--- config.mk ---
export PLATFORM = sky130hd
export DESIGN_NAME = regfile_mp_sb
export DESIGN_NICKNAME = d
export VERILOG_FILES = /design/src/rtl/regfile_mp_sb.sv
export SDC_FILE = /design/constraint.sdc
export NUM_CORES = 2
export LEC_CHECK = 0
export ABC_CLOCK_PERIOD_IN_PS = 6700
export CORE_ASPECT_RATIO = 1.5
export CORE_MARGIN = 1
export CORE_UTILIZATION = 43
export DETAILED_ROUTE_END_ITERATION = 12
export GPL_TIMING_DRIVEN = 0
export HOLD_SLACK_MARGIN = 0.02
export PLACE_DENSITY_LB_ADDON = 0.3
export SYNTH_ARGS = -nofsm -noshare
export SYNTH_HDL_FRONTEND = slang
export SYNTH_SLANG_ARGS = --single-unit
--- constraint.sdc ---
create_clock -name clk -period 6.7 [get_ports clk]
set_input_delay 2.01 -clock clk [delete_from_list [all_inputs] [get_ports clk]]
set_output_delay 2.01 -clock clk [all_outputs]
set_load 0.05 [all_outputs]
--- src/rtl/regfile_mp_sb.sv ---
// Multi-port register file with write-to-read bypass, per-register busy scoreboard
// and a sequential clear engine. Optional stored parity via REGFILE_PARITY_EN.
//
// state | meaning
// IDLE  | normal operation: writes, allocs and bypass active
// CLEAR | zeroing entry idx (value, busy and parity) once per cycle
// DONE  | clear complete, clr_done high for this cycle only
module regfile_mp_sb #(
    parameter int DATA_WIDTH    = 32,
    parameter int ADDRESS_WIDTH = 5,
    parameter int NUM_REGS      = 32,
    parameter int NUM_RD_PORTS  = 2,
    parameter int ZERO_REG      = 1
) (
    input  logic                                  clk,
    input  logic                                  rst,
    input  logic [NUM_RD_PORTS*ADDRESS_WIDTH-1:0] rd_addr,
    output logic [NUM_RD_PORTS*DATA_WIDTH-1:0]    rd_data,
    output logic [NUM_RD_PORTS-1:0]               rd_busy,
    input  logic                                  wr_en,
    input  logic [ADDRESS_WIDTH-1:0]              wr_dest,
    input  logic [DATA_WIDTH-1:0]                 wr_data,
    input  logic                                  alloc_en,
    input  logic [ADDRESS_WIDTH-1:0]              alloc_dest,
    input  logic                                  clr_req,
    output logic                                  clr_busy,
    output logic                                  clr_done,
    output logic [NUM_RD_PORTS-1:0]               rd_perr,
    input  logic                                  wr_perr_inj
);

    localparam int AW = ADDRESS_WIDTH;
    localparam int DW = DATA_WIDTH;
    localparam int IW = $clog2(NUM_REGS);

    localparam logic [1:0] ST_IDLE  = 2'd0;
    localparam logic [1:0] ST_CLEAR = 2'd1;
    localparam logic [1:0] ST_DONE  = 2'd2;

    logic [DW-1:0]       regs [NUM_REGS];
    logic [NUM_REGS-1:0] busy;
    logic [1:0]          state;
    logic [IW-1:0]       idx;
    logic                wr_ok;
    logic                al_ok;

`ifdef REGFILE_PARITY_EN
    logic [NUM_REGS-1:0] par;
`else
    logic unused_perr_inj;
    assign unused_perr_inj = wr_perr_inj;
`endif

    // In range and not the hardwired zero register.
    function automatic logic addr_ok(input logic [AW-1:0] a);
        return ({1'b0, a} < (AW+1)'(NUM_REGS)) && !((ZERO_REG != 0) && (a == '0));
    endfunction

    assign wr_ok    = (state == ST_IDLE) && wr_en && addr_ok(wr_dest);
    assign al_ok    = (state == ST_IDLE) && alloc_en && addr_ok(alloc_dest);
    assign clr_busy = (state != ST_IDLE);
    assign clr_done = (state == ST_DONE);

    always_ff @(posedge clk) begin
        if (!rst) begin
            state <= ST_IDLE;
            idx   <= '0;
            busy  <= '0;
            for (int i = 0; i < NUM_REGS; i++) regs[i] <= '0;
`ifdef REGFILE_PARITY_EN
            par   <= '0;
`endif
        end else begin
            case (state)
                ST_IDLE: begin
                    if (clr_req) begin
                        state <= ST_CLEAR;
                        idx   <= '0;
                    end
                    if (wr_ok) begin
                        regs[wr_dest] <= wr_data;
                        busy[wr_dest] <= 1'b0;
`ifdef REGFILE_PARITY_EN
                        par[wr_dest]  <= (^wr_data) ^ wr_perr_inj;
`endif
                    end
                    // Placed after the write so a same-edge alloc wins.
                    if (al_ok) busy[alloc_dest] <= 1'b1;
                end
                ST_CLEAR: begin
                    regs[idx] <= '0;
                    busy[idx] <= 1'b0;
`ifdef REGFILE_PARITY_EN
                    par[idx]  <= 1'b0;
`endif
                    if (idx == IW'(NUM_REGS - 1)) state <= ST_DONE;
                    else                          idx   <= idx + 1'b1;
                end
                default: state <= ST_IDLE;
            endcase
        end
    end

    for (genvar p = 0; p < NUM_RD_PORTS; p++) begin : g_rd
        logic [AW-1:0] a;
        logic          ok;
        logic          hit;
        assign a   = rd_addr[p*AW +: AW];
        assign ok  = addr_ok(a);
        assign hit = ok && wr_ok && (wr_dest == a);
        assign rd_data[p*DW +: DW] = !ok ? '0 : (hit ? wr_data : regs[a]);
        assign rd_busy[p]          = ok && !hit && busy[a];
`ifdef REGFILE_PARITY_EN
        assign rd_perr[p] = ok && !hit && ((^regs[a]) != par[a]);
`else
        assign rd_perr[p] = 1'b0;
`endif
    end

endmodule
== Word-level counts from Yosys, hierarchy flattened ==
Memory sizes are Yosys's and may differ from the RTL's.
Cells that the tools add are included.
Operators by class
  $add $sub $neg: 1
  $mul: 0
  divide/modulo/power cells: 0
  magnitude comparators: 8
  equality and inequality tests: 8
  shifts and indexed selects: 0
  muxes and demuxes: 39
  bitwise logic cells: 5
  reductions and logical operators: 32
Operator list (count)
  32-bit 2-to-1 mux: 10
  32-bit bitwise AND: 2
  32-bit inverter: 2
  32-bit case mux with 2 select lines: 1
  32-bit OR reduction: 2
  32-bit bitwise OR: 1
  5-bit by 6-bit less-than comparator with 1-bit output, second input constant: 5
  5-bit logical NOT: 4
  5-bit 2-to-1 mux: 4
  1-bit demux with 5-bit select: 3
  5-bit by 1-bit greater-or-equal comparator with 1-bit output, second input constant: 3
  1-bit logical AND: 15
  1-bit 2-to-1 mux: 15
  1-bit binary-select mux with 5-bit select: 2
  5-bit == test: 2
  5-bit case mux with 2 select lines: 1
  1-bit logical NOT: 6
  2-bit != test, second input constant: 3
  5-bit by 1-bit adder with 5-bit output, second input constant: 1
  5-bit == test, second input constant: 1
  2-bit 2-to-1 mux: 2
  2-bit case mux with 2 select lines: 1
  2-bit nonzero test: 2
  3-bit AND reduction: 1
  4 further kinds: 4
Storage, ports and cells
  register bits after elaboration: 39
  bits in latches: 0
  memory bits (writable): 1024
  ROM bits: 0
  memories: 1
Memory list
  regs: words 32, width 32, read ports 2, clocked after memory_dff 0, wr ports 32, RTL line 40  | logic [DW-1:0] regs [NUM_REGS];

== Depth between registers and ports, before layout ==
  depth after elaboration: 12
  depth in mapped cells: 10
  mapped depth without buffers: 8

== Least setup slack after synthesis ==
OpenSTA, ideal clock, no wires.
  path kind: input -> output
  start: in wr_dest[3]
  end: out rd_busy[1]
  arrival: 4.415 ns
  data required time: 4.690 ns
  slack: 0.275 ns
  cell stages on the path: 8
  buffers on the path: 4
  cell sequence: buf_4 or3_1 buf_4 o311ai_4 buf_4 buf_4 o21ai_0 nor3_1
On the way
  longest elaborated chain between the ends: 8
  elaborated cells between the ends (all ways): 9
  those cells by class: 1 x eq/ne; 8 x reduce/logical
RTL lines
  start, declared: RTL line 21  | input logic [ADDRESS_WIDTH-1:0] wr_dest,
  5-bit logical NOT: RTL line 56  | return ({1'b0, a} < (AW+1)'(NUM_REGS)) && !((ZERO_REG != 0) && (a == '0));
  1-bit logical NOT: RTL line 56
  1-bit logical AND: RTL line 59  | assign wr_ok = (state == ST_IDLE) && wr_en && addr_ok(wr_dest);
  1-bit logical AND: RTL line 110  | assign hit = ok && wr_ok && (wr_dest == a);
  1-bit logical AND (*): RTL line 110
  1-bit logical NOT (*): RTL line 112  | assign rd_busy[p] = ok && !hit && busy[a];
  1-bit logical AND (*) (2 in a row): RTL line 112
  end, declared: RTL line 19  | output logic [NUM_RD_PORTS-1:0] rd_busy,
Mark *: on every way between the ends. The rest lies on a longest branch, timed or not.

== Final worst setup path ==
  start: in rd_addr[3]
  end: out rd_data[30]
On the way
  longest elaborated chain between the ends: 6
  elaborated cells between the ends (all ways): 8
  those cells by class: 1 x eq/ne; 2 x mux; 4 x reduce/logical; 1 x memory
RTL lines
  start, declared: RTL line 17  | input logic [NUM_RD_PORTS*ADDRESS_WIDTH-1:0] rd_addr,
  branches (longest 5 deep; another with memory read 32 x 32 bit)
  32-bit 2-to-1 mux (*): RTL line 111  | assign rd_data[p*DW +: DW] = !ok ? '0 : (hit ? wr_data : regs[a]);
  end, declared: RTL line 18  | output logic [NUM_RD_PORTS*DATA_WIDTH-1:0] rd_data,
Every way passes the cells marked *.

==> results_dict.tcl <==
set metrics [dict create \
    status "finished, violations left" \
    violations "capacitance limit, slew limit, setup timing" \
    synth_top_cell_area_share_pct 53.8 \
    grt_usage_pct 44.1 \
    multi_input_area_mm2 0.0240 \
    dieArea_mm2 0.134 \
    place_area_mm2 0.0618 \
    fin_crit_ns 6.88 \
    fin_util_pct 50.4 \
    r2r_start "state[1]" \
    critPathLaunchType "input port" \
    clk_pin_slew_ns 0.07 \
    slew_viol_final 23 \
    rsz0062_at_grt "false" \
    dp_slack_ns -2.06 \
    die_y_um 448 \
    root_buffer "clkbuf_16" \
    setup_viol 30 \
    fp.coreArea_mm2 0.132 \
    worst-r2r-setup-slack_ns 1.90 \
    relSlewSlack_pct -5.14 \
    placedCellCount 6409 \
    wl_per_cell_um 45.2 \
    cts.htree.levels 3 \
    hold_path_startpoint "busy[0]" \
    cts_tree "done" \
    antenna_found_initial 13 \
    synthTopCellsByArea "edfxtp_1, mux4_2, mux2i_1, nor2_1, nor3_1" \
    drive_gt1_share_pct 24.0 \
    grt_overflow 0 \
    grt_pass1_wl_mm 395 \
    clk_path_buf_depth 3 \
    drt-initial-drc-count 9106 \
    final_nets 4849 \
    vias 49500 \
    area_growth_syn_to_layout_pct 16.1 \
    skew_ns 0.0505 \
    hpwl_mm 207 \
    ys_seq_area_share_pct 55.2 \
    io_pins 128 \
    vias_per_cell 7.48 \
    fin_cells 6620 \
    layout_setup_ws_ns -0.175 \
    required_ns 4.69 \
    yosysMostFrequentCell "edfxtp_1" \
    power_density_mw_per_mm2 253 \
    yosys-top-cells-count "edfxtp_1, nor2_1, nor3_1" \
    total_power_mw 16.8 \
    synthCells 4491 \
    yosysWarnings 0 \
    min_to "busy[0]" \
    die_w_um 300 \
    maxCapViolCount 3 \
    synth.distinct_cells 65 \
    fillers 11700 \
    port-buffer-count 113 \
    synthArstFlopShare_pct 0 \
    holdPathStages 1 \
    grt_max_degree 33 \
    drcViolationCount 0 \
    synth-edff-count 1024 \
    syn_area_mm2 0.0571 \
    reg2reg_depth 7 \
    synth_area_per_cell_um2 12.7 \
    wirelength_mm 299 \
    numCtsBuffers 102 \
    clkLatencyLatePin_ns 0.80 \
    hold_viol_final 0 \
    postCtsHoldBufs 0 \
    critPathMaxFanout 10 \
    path_class "input port to output pin" \
    start_util_pct 43.4 \
    cts_sinks 1063 \
    drt-pass1-iter-count 13 \
    regArea_mm2 0.0315 \
    ir_worst_vdd_uv 211 \
    fin_area_mm2 0.0664 \
    yosys_register_bits 1063 \
    gp_congestion 1.06 \
    clock.fmax_ghz 0.145 \
    post-route-period-util_pct 103 \
    reg2reg_to "regs[10][18]" \
    ant_nets 0 \
    arrival_ns 4.87 \
    grt_pass1_vias 47700 \
    core.rowCount 163 \
    end_kind "output pin" \
    synth_top_area_cell "edfxtp_1" \
    hp-class "flip-flop to flip-flop" \
    p_leak_nw 22.7 \
    synthFlopType "edfxtp_1" \
    tightest_slew_ns 1.58 \
]
flip-flops by register name, indices dropped and copies added, names as in the netlist:
name and count:
idx 5, busy 32, regs 1024, state 2
power breakdown:
| group | leakage [nW] | switching [mW] | total [mW] | internal [mW] |
|---|---|---|---|---|
| registers | 10.8 | 0.142 | 7.68 | 7.54 |
| logic | 10.3 | 2.09 | 2.96 | 0.877 |
| clock network | 1.62 | 2.84 | 6.14 | 3.30 |
| total | 22.7 | 5.07 | 16.8 | 11.7 |
cell families after synthesis:
family,count (synthesis),synth area share [%]
simple gates,1441,11.2
flops,1063,55.2
mux,739,20.6
compound gates,695,8.41
buf+inv,536,4.31
xor+xnor,11,0.169
fa+ha+maj,5,0.109
other cells,1,0.00656
per-layer routing:
metal  track usage [%]  vias up  wire (um)
li1                  -    18000          -
met1              47.6    24200      91000
met2              65.2     5353     128000
met3              19.1     1872      44700
met4              40.8       22      35300
met5              1.33        -        520
worst max path at each step:
stage / depth (start not counted) / startpoint / to
global placement: 7 / rst / regs[0][21]
global route: 9 / rd_addr[4] / rd_data[1]
CTS: 11 / wr_dest[2] / rd_data[24]
detailed placement: 10 / rd_addr[5] / rd_data[42]
finish: 6 / rd_addr[3] / rd_data[30]
floorplan: 8 / wr_dest[3] / rd_busy[1]
layout make-up:
| cell class | count | share of cell area (%) |
|---|---|---|
| diodes | 17 | 0.0641 |
| flip-flops and latches | 1063 | 47.5 |
| well taps | 1732 | 3.27 |
| repair buffers | 166 | 2.94 |
| plain buffers | 519 | 4.94 |
| clock inverters | 66 | 0.931 |
| multi-input cells | 2925 | 36.2 |
| inverters | 9 | 0.0509 |
| clock buffers | 123 | 4.13 |
worst max-delay path: stages:
cell and delay (ns):
clkbuf_2 0.47, clkbuf_4 0.52, clkbuf_4 0.42, a21oi_1 0.70, o31a_1 0.47, buf_6 0.22
what timing repair did:
action | CTS | global route
setup buffers | 11 | 2
gates resized for setup | 734 | 144
endpoints found under the setup margin | 66 | 57
pin swaps | 13 | 11
endpoints found under the hold margin | 0 | 0
through the flow:
stage,hold slack [ns],TNS (ns)
CTS,0.485,0
global route,0.489,0
floorplan,0.435,0
detailed placement,0.476,-109.88
global placement,0.469,-3051.93
finish,0.483,-1.38
layout by cell type (no fill, tap or decap), types with 32 or more instances in the layout:
cell type	count
mux2i_1	275
o31ai_1	33
clkdlybuf4s50_1	42
buf_6	62
clkbuf_16	108
edfxtp_1	1024
nand3_1	43
buf_2	114
nand2_1	102
clkbuf_1	191
o211ai_1	36
nor3_1	482
clkbuf_4	72
o21ai_0	55
clkbuf_2	35
o31a_1	35
a22o_1	32
buf_4	90
a21oi_1	114
o22ai_1	60
mux2_2	126
dfxtp_1	39
a22oi_1	221
nor2_1	678
conb_1	34
mux4_2	336
No activity file was read; power rests on OpenSTA's default activity.
